--- config.mk ---
export PLATFORM = sky130hd
export DESIGN_NAME = ped_request_conditioner
export DESIGN_NICKNAME = d
export VERILOG_FILES = /design/src/rtl/ped_request_conditioner_pkg.sv /design/src/rtl/ped_request_conditioner_debounce.sv /design/src/rtl/ped_request_conditioner.sv
export SDC_FILE = /design/constraint.sdc
export NUM_CORES = 1
export LEC_CHECK = 0
export ABC_AREA = 1
export ABC_CLOCK_PERIOD_IN_PS = 1700
export CAP_MARGIN = 20
export CORE_MARGIN = 4
export CORE_UTILIZATION = 45
export DETAILED_ROUTE_END_ITERATION = 6
export PLACE_DENSITY = 0.83
export SYNTH_ARGS = -nofsm -noshare
export SYNTH_HDL_FRONTEND = slang
export SYNTH_SLANG_ARGS = --single-unit
--- constraint.sdc ---
create_clock -name clk -period 1.7 [get_ports clk]
set_clock_uncertainty 0.15 [all_clocks]
set_input_delay 0.34 -clock clk [delete_from_list [all_inputs] [get_ports clk]]
set_output_delay 0.34 -clock clk [all_outputs]
set_load 0.005 [all_outputs]
--- src/rtl/ped_request_conditioner_pkg.sv ---
// Shared types and constants for the pedestrian request conditioner.
// Also holds the encodings seen on the traffic-light FSM side.
package ped_pkg;

    typedef enum logic [2:0] {
        IDLE    = 3'b000,
        REQ     = 3'b001,
        SERVE   = 3'b010,
        HOLDOFF = 3'b011
    } state_t;

    localparam logic       RST_LEVEL = 1'b0;
    localparam logic [2:0] RST_STATE = IDLE;
    localparam logic [7:0] RST_PRESS = 8'd0;

    // Level on the FSM's IN input and active level of Pasar_Persona.
    localparam logic FSM_IN_REQ  = 1'b1;
    localparam logic FSM_IN_NONE = 1'b0;
    localparam logic ACK_ACTIVE  = 1'b1;

endpackage

--- src/rtl/ped_request_conditioner_debounce.sv ---
// Two-flop synchroniser followed by a stable-count debouncer.
// db_level only follows the input after DEBOUNCE_CYCLES stable cycles.
module ped_debounce
    import ped_pkg::*;
#(
    parameter int DEBOUNCE_CYCLES = 4
) (
    input  logic clk,
    input  logic rst,
    input  logic in_raw,
    output logic db_level
);

    localparam int CW = (DEBOUNCE_CYCLES > 1) ? $clog2(DEBOUNCE_CYCLES) : 1;
    localparam logic [CW-1:0] CNT_LAST = CW'(DEBOUNCE_CYCLES - 1);

    logic          s1;
    logic          s2;
    logic [CW-1:0] cnt;

    // Synchronise, then flip the debounced level once s2 has differed long enough.
    always_ff @(posedge clk or posedge rst) begin
        if (rst) begin
            s1       <= RST_LEVEL;
            s2       <= RST_LEVEL;
            cnt      <= '0;
            db_level <= RST_LEVEL;
        end else begin
            s1 <= in_raw;
            s2 <= s1;
            if (s2 == db_level) begin
                cnt <= '0;
            end else if (cnt == CNT_LAST) begin
                db_level <= s2;
                cnt      <= '0;
            end else begin
                cnt <= cnt + 1'b1;
            end
        end
    end

endmodule

--- src/rtl/ped_request_conditioner.sv ---
// Pedestrian push-button conditioner feeding the traffic-light FSM.
// Debounces, edge-detects, latches a request until ack, then holds off.
module ped_request_conditioner
    import ped_pkg::*;
#(
    parameter int DEBOUNCE_CYCLES = 4,
    parameter int HOLDOFF_CYCLES  = 8,
    parameter int WAIT_W          = 8
) (
    input  logic              clk,
    input  logic              rst,
    input  logic              btn_raw,
    input  logic              ack,
    output logic              req,
    output logic [2:0]        state,
    output logic [WAIT_W-1:0] wait_cnt,
    output logic [7:0]        press_cnt
);

    localparam logic [2:0] S_IDLE    = IDLE;
    localparam logic [2:0] S_REQ     = REQ;
    localparam logic [2:0] S_SERVE   = SERVE;
    localparam logic [2:0] S_HOLDOFF = HOLDOFF;

    localparam int HW = (HOLDOFF_CYCLES > 1) ? $clog2(HOLDOFF_CYCLES) : 1;
    localparam logic [HW-1:0] HO_LAST = HW'(HOLDOFF_CYCLES - 1);

    logic          db;
    logic          db_prev;
    logic          press;
    logic          ack_on;
    logic          pending;
    logic [HW-1:0] ho_cnt;

    ped_debounce #(
        .DEBOUNCE_CYCLES(DEBOUNCE_CYCLES)
    ) u_debounce (
        .clk     (clk),
        .rst     (rst),
        .in_raw  (btn_raw),
        .db_level(db)
    );

    assign ack_on = (ack == ACK_ACTIVE);

    // Registered rising-edge detect of the debounced level.
    always_ff @(posedge clk or posedge rst) begin
        if (rst) begin
            db_prev <= RST_LEVEL;
            press   <= 1'b0;
        end else begin
            db_prev <= db;
            press   <= db & ~db_prev;
        end
    end

    // Request state machine with wait/press counters and hold-off window.
    always_ff @(posedge clk or posedge rst) begin
        if (rst) begin
            state     <= RST_STATE;
            wait_cnt  <= '0;
            press_cnt <= RST_PRESS;
            pending   <= 1'b0;
            ho_cnt    <= '0;
        end else begin
            case (state)
                S_IDLE: begin
                    if (press) begin
                        state     <= S_REQ;
                        press_cnt <= press_cnt + 8'd1;
                        wait_cnt  <= '0;
                    end
                end
                S_REQ: begin
                    if (wait_cnt != '1) begin
                        wait_cnt <= wait_cnt + 1'b1;
                    end
                    if (ack_on) begin
                        state <= S_SERVE;
                    end
                end
                S_SERVE: begin
                    if (!ack_on) begin
                        state  <= S_HOLDOFF;
                        ho_cnt <= HO_LAST;
                    end
                end
                S_HOLDOFF: begin
                    if (press) begin
                        press_cnt <= press_cnt + 8'd1;
                    end
                    if (ho_cnt == '0) begin
                        pending <= 1'b0;
                        if (pending || press) begin
                            state    <= S_REQ;
                            wait_cnt <= '0;
                        end else begin
                            state <= S_IDLE;
                        end
                    end else begin
                        ho_cnt <= ho_cnt - 1'b1;
                        if (press) begin
                            pending <= 1'b1;
                        end
                    end
                end
                default: begin
                    state   <= S_IDLE;
                    pending <= 1'b0;
                end
            endcase
        end
    end

    assign req = (state == S_REQ) ? FSM_IN_REQ : FSM_IN_NONE;

endmodule

==> summary.md <==
| Metric | Value |
|---|---|
| Status | completed |
| Max FO, Critical Path | 8 |
| Initial antenna violation count | 0 |
| Peak Freq | 595 MHz |
| Post-synthesis cell count | 186 |
| Chip height | 66.1 um |
| Cell family with most CP delay | simple AND/OR/NAND/NOR gates |
| Clock root buffer | clkbuf_4 |
| WP data arrival | 1760 ps |
| Post-Synth Simple-Gate Area | 0.238 |
| Ranking of synthesized cells by area | dfrtp_1, nand2_1, ha_1, inv_1, o21ai_0 |
| Vias in the first global route | 1452 |
| Pin count of the biggest net entering global routing | 30 |
| Post-Route WL | 3950 um |
| Core area | 3150 um2 |
| Flop pwr share | 0.307 |
| CP Class | reg -> reg |
| Dpl cell area | 1880 um2 |
| Via Count | 1477 |
| Switching power | ~1300 uW |
| DIE AREA | 4370 um2 |
| Slowest stage delay, CP | approximately 380 ps |
| Post-synth EDFFs | 0 |
| Post-synthesis mux area share | 0 |
| Cells along the critical path | inv_1 > ha_1 > ha_1 > inv_1 > nand2_2 > o21ai_4 > nor2_4 > nand2_4 > nand2_1 > o21ai_0 |
| VDD IR max | 1.16 mV |
| # rows | 20 |
| R2R Path Start | ho_cnt[1]$_DFFE_PP0P_ |
| Pre-CTS WS | -25.2 ps |
| Hpwl dp | 2240 um |
| Latest clock arrival within the worst-skew pair | 340 ps |
| Drt drc | 0 |
| R2R setup slack | approximately 20 ps |
| Post-synthesis to final-layout area growth | 46.7% |
| Yosys warns | 0 |
| HP Class | in -> async |
| Layout cell share with drive strength beyond 1 | 0.296 |
| H-tree depth | 2 |
| Synth Register Bits | 29 |
| Number of detailed-route iterations in the first pass | 5 |
| Post-Syn Area | 1520 um2 |
| Nets | about 260 |
| CTS max path bufs | 2 |
| Max Cap Viol | 0 |
| Ys flop type | dfrtp_1 |
| Max Slew Vio Count | 0 |
| Slowest cell on crit path | dfrtp_1 |
| Final hold violations | 0 |
| Mapped Avg Cell Area | approximately 8 um2 |
| Compound-Gate Fraction of Synth Area | 0.0815 |
| I/O Buffers | 22 |
| Tot Pwr | 3230 uW |
| Adder-cell share of the synthesized area | 0.0823 |
| CTS Buf Count | 5 |
| Startpoint class of the critical path | flip-flop |
| Via/cell ratio | about 5 |
| Final setup fails | 0 |
| CTS sink cnt | 29 |
| RSZ-0062 raised after global routing | true |
| Io pins | 24 |
| XOR/XNOR Fraction of Synth Area | 0.0288 |
| Pwr per Cell Area | 1450 nW/um2 |
| Global-route wire length before repair | about 6300 um |
| CP endpoint kind | flip-flop |
| FF-to-FF End | wait_cnt[4]$_DFFE_PP0P_ |
| Synth area leader | dfrtp_1 |
| GRT overflow | 0 |
| Yosys cell types | 22 |
| WP buf/inv | 2 |
| ANT nets after route | 0 |
| Syn Nets | 200 |
| Reg2reg path depth | 10 |
| Fin crit period | 1680 ps |
| Worst setup margin | slightly below 20 ps |
| Static leakage power | 0.00124 uW |
| Die width | 66.1 um |
| Period utilization | 0.988 |
| Top cell type's share of synthesized area | 0.477 |
| Synth async-reset ratio | 1.00 |
| Clock share of power | 0.154 |
| CTS tree | done |
| RePlAce Congestion | about 0.83 |
| DR WL/cell | roughly 13 um |
| Placed cells | 263 |
| ANT cells | 0 |
| Post-route design area | roughly 2200 um2 |
| All-Layer GR Usage | 0.190 |
| Seq/Total Area, Yosys | 0.477 |
| Largest family of logic cells by synthesized area | simple AND/OR/NAND/NOR gates |
| Worst-path clk slew | 100 ps |
| Initial Util | 0.482 |
| Gate power share | 0.539 |
| Internal Power | 1890 uW |
| Hold Buf Count CTS | 0 |
| Layout Cells excl Fill | 294 |
| DR iter-0 viols | 120 |
| WP data required | 1780 ps |
| Switching fraction of total power | 0.415 |
-- registers in the layout (all words and copies together) (netlist names), 2 cells and up --
| signal | flops |
|---|---|
| state | 2 |
| wait_cnt | 8 |
| u_debounce.cnt | 2 |
| press_cnt | 8 |
| ho_cnt | 3 |
-- cell type report --
class | instances | area (um2)
multi-input combinational | 125 | 776
inverter | 30 | 115
fill | 258 | 922
clock inverter | 1 | 5.00
tap | 44 | 55.1
sequential | 29 | 729
timing repair buffer | 58 | 485
clock buffer | 7 | 65.1
-- cells in the mapped netlist, drive strengths merged (2+ instances only) --
cell,n
nand2,51
inv,30
dfrtp,29
o21ai,19
nand3,14
nor2,12
ha,10
xor2,4
buf,3
nand4,3
nor3,3
o21bai,2
-- through the flow --
stage / setup TNS (ps) / util / hold WS (ps)
after floorplan: 0 / - / 181
after global placement: 0 / 0.595 / 185
after detailed placement: -101 / 0.595 / 189
after CTS: -32.0 / 0.663 / 216
after global routing: -505 / 0.708 / 230
final: 0 / 0.708 / 210
-- power by group through the flow --
stage	clock network [uW]	registers, uW	logic [uW]
CTS	505	969	1400
finish	497	991	1740
global placement	0	1020	1160
global route	543	1010	1930
detailed placement	0	1020	1210
floorplan	0	1010	702
-- per-layer routing --
layer  vias up  wire (um)  track usage
met5         -          0            0
met2        40       2000        0.326
met1       713       1660        0.223
met4         0        129       0.0888
li1        710          -            -
met3        14        163       0.0408
-- cell usage in the layout, fill, tap and decap left out, drive strengths merged, types with 3 or more instances in the layout --
cell type / n
nand2: 52
buf: 36
inv: 30
dfrtp: 29
o21ai: 19
nand3: 14
dlygate4sd2: 12
nor2: 12
ha: 10
clkbuf: 9
dlymetal6s2s: 5
xor2: 4
nand4: 3
clkdlybuf4s50: 3
nor3: 3
-- cells by family after synthesis --
kind of cell | count (synthesis)
simple gates | 85
buf+inv | 33
xor+xnor | 5
other cells | 1
fa+ha+maj | 10
flops | 29
compound gates | 23
-- tightest hold or removal path: cells and delay by family --
kind / cells / cell delay [ps]
buffers and inverters: 3 / 780
-- worst max-delay path by stage --
stage | start | to | slack, ps | cells past startpoint
final | ho_cnt[1]$_DFFE_PP0P_ | wait_cnt[4]$_DFFE_PP0P_ | 20 | 10
after global routing | ho_cnt[0]$_DFFE_PP0P_ | wait_cnt[6]$_DFFE_PP0P_ | -80 | 10
after CTS | state[1]$_DFFE_PP0P_ | req | -20 | 3
after detailed placement | ho_cnt[1]$_DFFE_PP0P_ | wait_cnt[7]$_DFFE_PP0P_ | -30 | 10
after global placement | state[1]$_DFFE_PP0P_ | req | 30 | 3
after floorplan | state[0]$_DFFE_PP0P_ | press_cnt[6]$_DFFE_PP0P_ | 3 | 8
-- timing repair --
action / CTS / global route
setup endpoints to repair: 27 / 23
cloned: 1 / 0
setup buffers: 17 / 5
pin swaps: 3 / 15
resized for setup: 27 / 39
Note: power is estimated with default switching activity, not from simulation.
